==> src/rtl/traffic_cmd_ctrl_pkg.sv <==
// rtl/traffic_cmd_ctrl_pkg.sv - shared types and constants for the traffic command front-end
// Purpose: FSM state encoding, table geometry and colour codes shared by the
//          command controller and the traffic_light instances it drives.
// Ports:   none (package)
package traffic_cmd_ctrl_pkg;

    typedef enum logic [1:0] {
        ST_IDLE   = 2'd0,
        ST_REPLAY = 2'd1,
        ST_RUN    = 2'd2
    } state_t;

    localparam int          NUM_LIGHTS   = 4;
    localparam int          NUM_ENTRIES  = NUM_LIGHTS * 2;
    localparam logic [3:0]  DEFAULT_TIME = 4'd10;

    localparam logic        COLOR_RED    = 1'b0;
    localparam logic        COLOR_GREEN  = 1'b1;

endpackage

==> src/rtl/btn_debounce.sv <==
// rtl/btn_debounce.sv - button synchroniser, stability counter and press pulse
// Purpose: brings a raw board button into the clock domain, accepts a new level
//          only after DEBOUNCE_CYCLES identical samples and emits a one-cycle
//          pulse when the accepted level goes 0 -> 1.
// Ports:   clk       in  system clock
//          rst       in  asynchronous active-low reset
//          btn_raw   in  raw button level
//          btn_pulse out one-cycle pulse per accepted press
module btn_debounce #(
    parameter int DEBOUNCE_CYCLES = 500000
) (
    input  logic clk,
    input  logic rst,
    input  logic btn_raw,
    output logic btn_pulse
);

    localparam int             CW   = (DEBOUNCE_CYCLES > 1) ? $clog2(DEBOUNCE_CYCLES) : 1;
    localparam logic [CW-1:0]  LAST = CW'(DEBOUNCE_CYCLES - 1);

    logic          r_sync1;
    logic          r_sync2;
    logic          r_level;
    logic          r_primed;
    logic [CW-1:0] r_cnt;
    logic          r_pulse;

    always_ff @(posedge clk or negedge rst) begin
        if (!rst) begin
            r_sync1  <= 1'b0;
            r_sync2  <= 1'b0;
            r_level  <= 1'b0;
            r_primed <= 1'b0;
            r_cnt    <= '0;
            r_pulse  <= 1'b0;
        end else begin
            r_sync1 <= btn_raw;
            r_sync2 <= r_sync1;
            r_pulse <= 1'b0;
            if (!r_primed) begin
                // First window after reset adopts whatever level the button
                // holds without pulsing, so a press held through reset is not
                // mistaken for a new one.
                if (r_cnt == LAST) begin
                    r_primed <= 1'b1;
                    r_level  <= r_sync2;
                    r_cnt    <= '0;
                end else begin
                    r_cnt <= r_cnt + CW'(1);
                end
            end else if (r_sync2 == r_level) begin
                r_cnt <= '0;
            end else if (r_cnt == LAST) begin
                r_level <= r_sync2;
                r_cnt   <= '0;
                r_pulse <= r_sync2;
            end else begin
                r_cnt <= r_cnt + CW'(1);
            end
        end
    end

    assign btn_pulse = r_pulse;

endmodule

==> src/rtl/traffic_cmd_ctrl.sv <==
// rtl/traffic_cmd_ctrl.sv - operator front-end: timing table, replay burst and run control
// Purpose: debounces load/go/stop, stores switch fields into a 4-light x
//          {red,green} timing table, replays the table as eight inst_send beats
//          on go, then holds is_running until stop.
// Ports:   clk, rst (async active-low)
//          btn_load/btn_go/btn_stop   raw buttons
//          sw_traffic_sel/sw_color_sel/sw_start_color/sw_time   switch fields
//          inst_send, traffic_sel, color_sel, start_color, input_time   beat outputs
//          is_running, cfg_err, busy   status outputs
module traffic_cmd_ctrl
    import traffic_cmd_ctrl_pkg::*;
#(
    parameter int DEBOUNCE_CYCLES = 500000
) (
    input  logic       clk,
    input  logic       rst,
    input  logic       btn_load,
    input  logic       btn_go,
    input  logic       btn_stop,
    input  logic [1:0] sw_traffic_sel,
    input  logic       sw_color_sel,
    input  logic       sw_start_color,
    input  logic [3:0] sw_time,
    output logic       inst_send,
    output logic [1:0] traffic_sel,
    output logic       color_sel,
    output logic       start_color,
    output logic [3:0] input_time,
    output logic       is_running,
    output logic       cfg_err,
    output logic       busy
);

    logic w_load_pulse;
    logic w_go_pulse;
    logic w_stop_pulse;

    btn_debounce #(.DEBOUNCE_CYCLES(DEBOUNCE_CYCLES)) u_db_load (
        .clk(clk), .rst(rst), .btn_raw(btn_load), .btn_pulse(w_load_pulse)
    );
    btn_debounce #(.DEBOUNCE_CYCLES(DEBOUNCE_CYCLES)) u_db_go (
        .clk(clk), .rst(rst), .btn_raw(btn_go), .btn_pulse(w_go_pulse)
    );
    btn_debounce #(.DEBOUNCE_CYCLES(DEBOUNCE_CYCLES)) u_db_stop (
        .clk(clk), .rst(rst), .btn_raw(btn_stop), .btn_pulse(w_stop_pulse)
    );

    state_t                          r_state;
    logic [2:0]                      r_idx;
    logic [NUM_ENTRIES-1:0][3:0]     r_time;
    logic [NUM_LIGHTS-1:0]           r_start;

    logic       r_inst_send;
    logic [1:0] r_traffic_sel;
    logic       r_color_sel;
    logic       r_start_color;
    logic [3:0] r_input_time;
    logic       r_is_running;
    logic       r_cfg_err;
    logic       r_busy;

    // Table entry address is {light, colour}: red at even, green at odd.
    logic [2:0] w_wr_addr;
    logic       w_wr_en;
    logic [2:0] w_beat_idx;
    logic [3:0] w_rd_time;
    logic       w_rd_start;

    assign w_wr_addr  = {sw_traffic_sel, sw_color_sel};
    assign w_wr_en    = (r_state == ST_IDLE) && w_load_pulse && (sw_time != 4'd0);
    // Index of the beat registered on this edge: 0 when leaving IDLE, else next.
    assign w_beat_idx = (r_state == ST_IDLE) ? 3'd0 : r_idx + 3'd1;

    // Forward a same-cycle load into the first beat so load+go replays the new value.
    assign w_rd_time  = (w_wr_en && (w_wr_addr == w_beat_idx)) ? sw_time : r_time[w_beat_idx];
    assign w_rd_start = (w_wr_en && (sw_traffic_sel == w_beat_idx[2:1])) ? sw_start_color
                                                                         : r_start[w_beat_idx[2:1]];

    always_ff @(posedge clk or negedge rst) begin
        if (!rst) begin
            r_state       <= ST_IDLE;
            r_idx         <= 3'd0;
            r_time        <= {NUM_ENTRIES{DEFAULT_TIME}};
            r_start       <= '0;
            r_inst_send   <= 1'b0;
            r_traffic_sel <= 2'd0;
            r_color_sel   <= 1'b0;
            r_start_color <= 1'b0;
            r_input_time  <= 4'd0;
            r_is_running  <= 1'b0;
            r_cfg_err     <= 1'b0;
            r_busy        <= 1'b0;
        end else begin
            // Beat and data outputs are zero unless a beat is issued this edge.
            r_inst_send   <= 1'b0;
            r_traffic_sel <= 2'd0;
            r_color_sel   <= 1'b0;
            r_start_color <= 1'b0;
            r_input_time  <= 4'd0;
            r_busy        <= 1'b0;

            if (w_wr_en) begin
                r_time[w_wr_addr]       <= sw_time;
                r_start[sw_traffic_sel] <= sw_start_color;
            end

            case (r_state)
                ST_IDLE: begin
                    if (w_load_pulse) begin
                        r_cfg_err <= (sw_time == 4'd0);
                    end
                    if (w_go_pulse && !w_stop_pulse) begin
                        r_state       <= ST_REPLAY;
                        r_idx         <= 3'd0;
                        r_inst_send   <= 1'b1;
                        r_traffic_sel <= w_beat_idx[2:1];
                        r_color_sel   <= w_beat_idx[0];
                        r_start_color <= w_rd_start;
                        r_input_time  <= w_rd_time;
                        r_busy        <= 1'b1;
                    end
                end
                ST_REPLAY: begin
                    if (w_stop_pulse) begin
                        r_state <= ST_IDLE;
                    end else if (r_idx == 3'd7) begin
                        r_state      <= ST_RUN;
                        r_is_running <= 1'b1;
                    end else begin
                        r_idx         <= w_beat_idx;
                        r_inst_send   <= 1'b1;
                        r_traffic_sel <= w_beat_idx[2:1];
                        r_color_sel   <= w_beat_idx[0];
                        r_start_color <= w_rd_start;
                        r_input_time  <= w_rd_time;
                        r_busy        <= 1'b1;
                    end
                end
                ST_RUN: begin
                    if (w_stop_pulse) begin
                        r_state      <= ST_IDLE;
                        r_is_running <= 1'b0;
                    end
                end
                default: begin
                    r_state      <= ST_IDLE;
                    r_is_running <= 1'b0;
                end
            endcase
        end
    end

    assign inst_send   = r_inst_send;
    assign traffic_sel = r_traffic_sel;
    assign color_sel   = r_color_sel;
    assign start_color = r_start_color;
    assign input_time  = r_input_time;
    assign is_running  = r_is_running;
    assign cfg_err     = r_cfg_err;
    assign busy        = r_busy;

endmodule

==> config.mk <==
export PLATFORM = sky130hd
export DESIGN_NAME = traffic_cmd_ctrl
export DESIGN_NICKNAME = d
export VERILOG_FILES = /design/src/rtl/traffic_cmd_ctrl_pkg.sv /design/src/rtl/btn_debounce.sv /design/src/rtl/traffic_cmd_ctrl.sv
export SDC_FILE = /design/constraint.sdc
export NUM_CORES = 1
export LEC_CHECK = 0
export ABC_AREA = 1
export CAP_MARGIN = 40
export CORE_ASPECT_RATIO = 1.4
export CORE_MARGIN = 5
export CORE_UTILIZATION = 55
export CTS_CLUSTER_DIAMETER = 50
export DETAILED_ROUTE_END_ITERATION = 12
export PLACE_DENSITY = 0.81
export SLEW_MARGIN = 20
export SYNTH_ARGS = -nofsm -noshare
export SYNTH_HDL_FRONTEND = slang
export SYNTH_SLANG_ARGS = --single-unit
==> constraint.sdc <==
create_clock -name clk -period 1.9 [get_ports clk]
set_clock_uncertainty 0.15 [all_clocks]
set_input_delay 0.285 -clock clk [delete_from_list [all_inputs] [get_ports clk]]
set_output_delay 0.285 -clock clk [all_outputs]
set_load 0.01 [all_outputs]
==> impl_metrics.csv <==
group,metric,value,unit
status,outcome,"finished clean",
timing,hold_slack,0.151,ns
drt,vias,5455,
clocking,cts_tree,"built",
drt,totalWireLength,14800,µm
synth,synth.avg_cell_area,7.77,µm²
power,power_density,832,nW/µm²
final_layout,final_core_util,69.3,%
worst_setup_path,startpoint,"r_idx[1]$_DFFE_PN0P_",
timing,grt_setup_unrepaired,"true",
synth,ys_ff_latch,124,
power,power.total,6.26,mW
synth,async_reset_ff_share,100,%
worst_setup_path,end_kind,"register",
clocking,clkTransAtPathRegs,0.05,ns
floorplanning,dieArea,13400,µm²
floorplanning,die_w,99.2,µm
timing,final-hold-violation-count,0,
power,p_sw_share,19.7,%
worst_setup_path,rrSetupSlack,0.06,ns
power,seqPwrFrac,42.4,%
floorplanning,die_h,135,µm
synth,ys_types,33,
power,internal-power,5.03,mW
synth,synth_fp_nets,806,
worst_setup_path,endpoint,"input_time[3]$_DFF_PN0_",
timing,setup_viol,0,
global_routing,grt_max_degree,36,
synth,synth_area_leader_cell,"dfrtp_1",
worst_setup_path,crit_fanout,8,
timing,min_period,1.84,ns
clocking,clock-sinks,124,
final_layout,area_growth,22.9,%
power,vdd_drop_max,607,µV
drt,drc,0,
synth,yosys_warnings,0,
timing,tns,0,ns
hold_path,min_path_type,"in2reg",
final_layout,diodes,0,
worst_setup_path,critPathLaunchType,"register",
timing,tightest_slew,0.525,ns
synth,syn-cell-area,6120,µm²
floorplanning,initial_core_util,56.4,%
final_layout,regArea,3120,µm²
placement,dp_hpwl,10200,µm
clocking,numCtsBuffers,17,
global_routing,grt.total_usage,23.4,%
global_routing,grt_pass1_vias,5580,
worst_setup_path,required,2.10,ns
synth,synth_ff_type,"dfrtp_1",
power,comb_power_share,2.6,%
placement,io_buffers,24,
synth,synth_cells,788,
clocking,cts_setup_buffers,0,
power,pwr-share-clk,55.0,%
worst_setup_path,r2r_end,"input_time[3]$_DFF_PN0_",
global_routing,overflow,0,
placement,gp_congestion,0.947,
floorplanning,row_count,45,
timing,fin_crit_sh,96.9,%
clocking,clk_latency,0.42,ns
drt,antenna_left,0,
worst_setup_path,worstPathArrival,2.04,ns
clocking,clock-root-buffer,"clkbuf_16",
floorplanning,io_pins,25,
drt,drt-initial-drc-count,392,
synth,synthMostInstantiatedCell,"nand2_1",
floorplanning,fp.coreArea,10900,µm²
global_routing,grt_pass1_wl,25000,µm
final_layout,fill_cells,792,
timing,slew_headroom,65.0,%
global_routing,antenna_found_initial,0,
drt,drt_pre_antenna_iters,5,
synth,synth_top_area_share,44.1,%
drt,viasPerCell,5.40,
clocking,h-tree-depth,4,
synth,ys_top_cells_by_count,"nand2_1, nor2_1, dfrtp_1, inv_1, nand3_1",
timing,drv_slew,0,
worst_setup_path,rr_worst_depth,9,
worst_setup_path,criticalPathCategory,"reg2reg",
final_layout,nets,876,
final_layout,drive_gt1_share,14.7,%
power,p_sw,1.23,mW
final_layout,multi_input_area,2660,µm²
synth,yosys-top-cells-area,"dfrtp_1, nand2_1, nor2_1",
synth,synth-seq-area-share,51.0,%
placement,place_area,6790,µm²
timing,clock.fmax,543,MHz
flow_run,drv_cap,0,
synth,synth_edf_count,0,
clocking,clock_path_buffers,2,
worst_setup_path,r2r_start,"r_idx[1]$_DFFE_PN0P_",
final_layout,stdcell_area,7530,µm²
drt,detail_route.wl_per_cell,14.6,µm
power,leakagePower,3.70,nW
==> cells in the final DEF, fill, tap and decap left out, types with 5 or more instances in the layout <==
master,count
a21oi_1,20
buf_4,31
clkbuf_16,17
clkdlybuf4s50_1,23
dfrtp_1,108
dfstp_2,16
inv_1,97
inv_2,5
nand2_1,218
nand2_2,5
nand3_1,51
nand4_1,8
nor2_1,121
nor2_2,6
nor2_4,12
nor3_1,30
o21ai_0,31
xor2_1,15
==> power by group through the flow <==
stage | sequential, mW | combinational [mW] | clock, mW
4_1_cts | 2.65 | 0.161 | 3.47
6_report | 2.65 | 0.161 | 3.45
2_1_floorplan | 2.70 | 0.0178 | 0
5_1_grt | 2.65 | 0.178 | 3.60
3_5_place_dp | 2.70 | 0.157 | 0
3_3_place_gp | 2.70 | 0.154 | 0
==> timing repair <==
item                       4_1_cts  5_1_grt
setup endpoints to repair        4       39
gates resized for setup          1       25
hold endpoints to repair        94        0
gates cloned                     0        0
pin swaps                        0        1
hold buffers                     1        0
==> flip-flops by register name, indices dropped and copies added, names as in the netlist, 2 cells and up <==
name	cells
u_db_stop.r_cnt	19
traffic_sel	2
r_start	4
input_time	4
r_time	32
r_state	2
u_db_load.r_cnt	19
r_idx	3
u_db_go.r_cnt	19
==> per-stage QoR <==
step	instances	setup slack [ns]
4_1_cts	1011	0.00744
3_5_place_dp	979	-0.0476
6_report	1011	0.0592
2_1_floorplan	788	0.140
3_3_place_gp	979	0.0116
5_1_grt	1011	-0.0416
==> worst max-delay path, cell delays in order (launching register included) <==
cell	delay, ns
dfrtp_1	0.39
ha_2	0.20
ha_4	0.27
inv_2	0.04
nor2_1	0.12
buf_4	0.19
nand3_2	0.11
a21oi_2	0.14
nor2_1	0.05
nor2_1	0.09
==> cell type report <==
type | instances | area share, %
repair buffers | 59 | 7.35
clock buffers | 24 | 6.53
flip-flops and latches | 124 | 41.5
well taps | 141 | 2.34
clock inverters | 7 | 1.79
inverters | 103 | 5.17
multi-input cells | 553 | 35.3
==> logic make-up after synthesis <==
group / count (synthesis) / synth area share [%]
DFF: 124 / 51.0
xor gates and xnor gates: 19 / 2.72
adders and majority gates: 5 / 1.02
and+or+nand+nor: 466 / 32.6
AOI/OAI and AO/OA: 63 / 5.39
buffers and inverters: 111 / 7.23
==> worst min path at each step <==
stage | from | end | slack [ns] | cells after the start
final | btn_go | u_db_go.r_sync1$_DFF_PN0_ | 0.15 | 1
after global routing | btn_go | u_db_go.r_sync1$_DFF_PN0_ | 0.15 | 1
after CTS | btn_go | u_db_go.r_sync1$_DFF_PN0_ | 0.15 | 1
after detailed placement | rst | u_db_go.r_sync2$_DFF_PN0_ | 0.09 | 1
after global placement | rst | u_db_go.r_sync2$_DFF_PN0_ | 0.08 | 1
after floorplan | rst | busy$_DFF_PN0_ | -0.16 | 0
==> layer usage <==
layer  global-route usage (%)  up-vias  wire length [µm]
li1                         -     2613                 -
met5                        0        -                 0
met3                     4.91       57               873
met1                     26.0     2581              5540
met4                     12.1        0               582
met2                     41.9      204              7770
No activity file was read; power rests on OpenSTA's default activity.
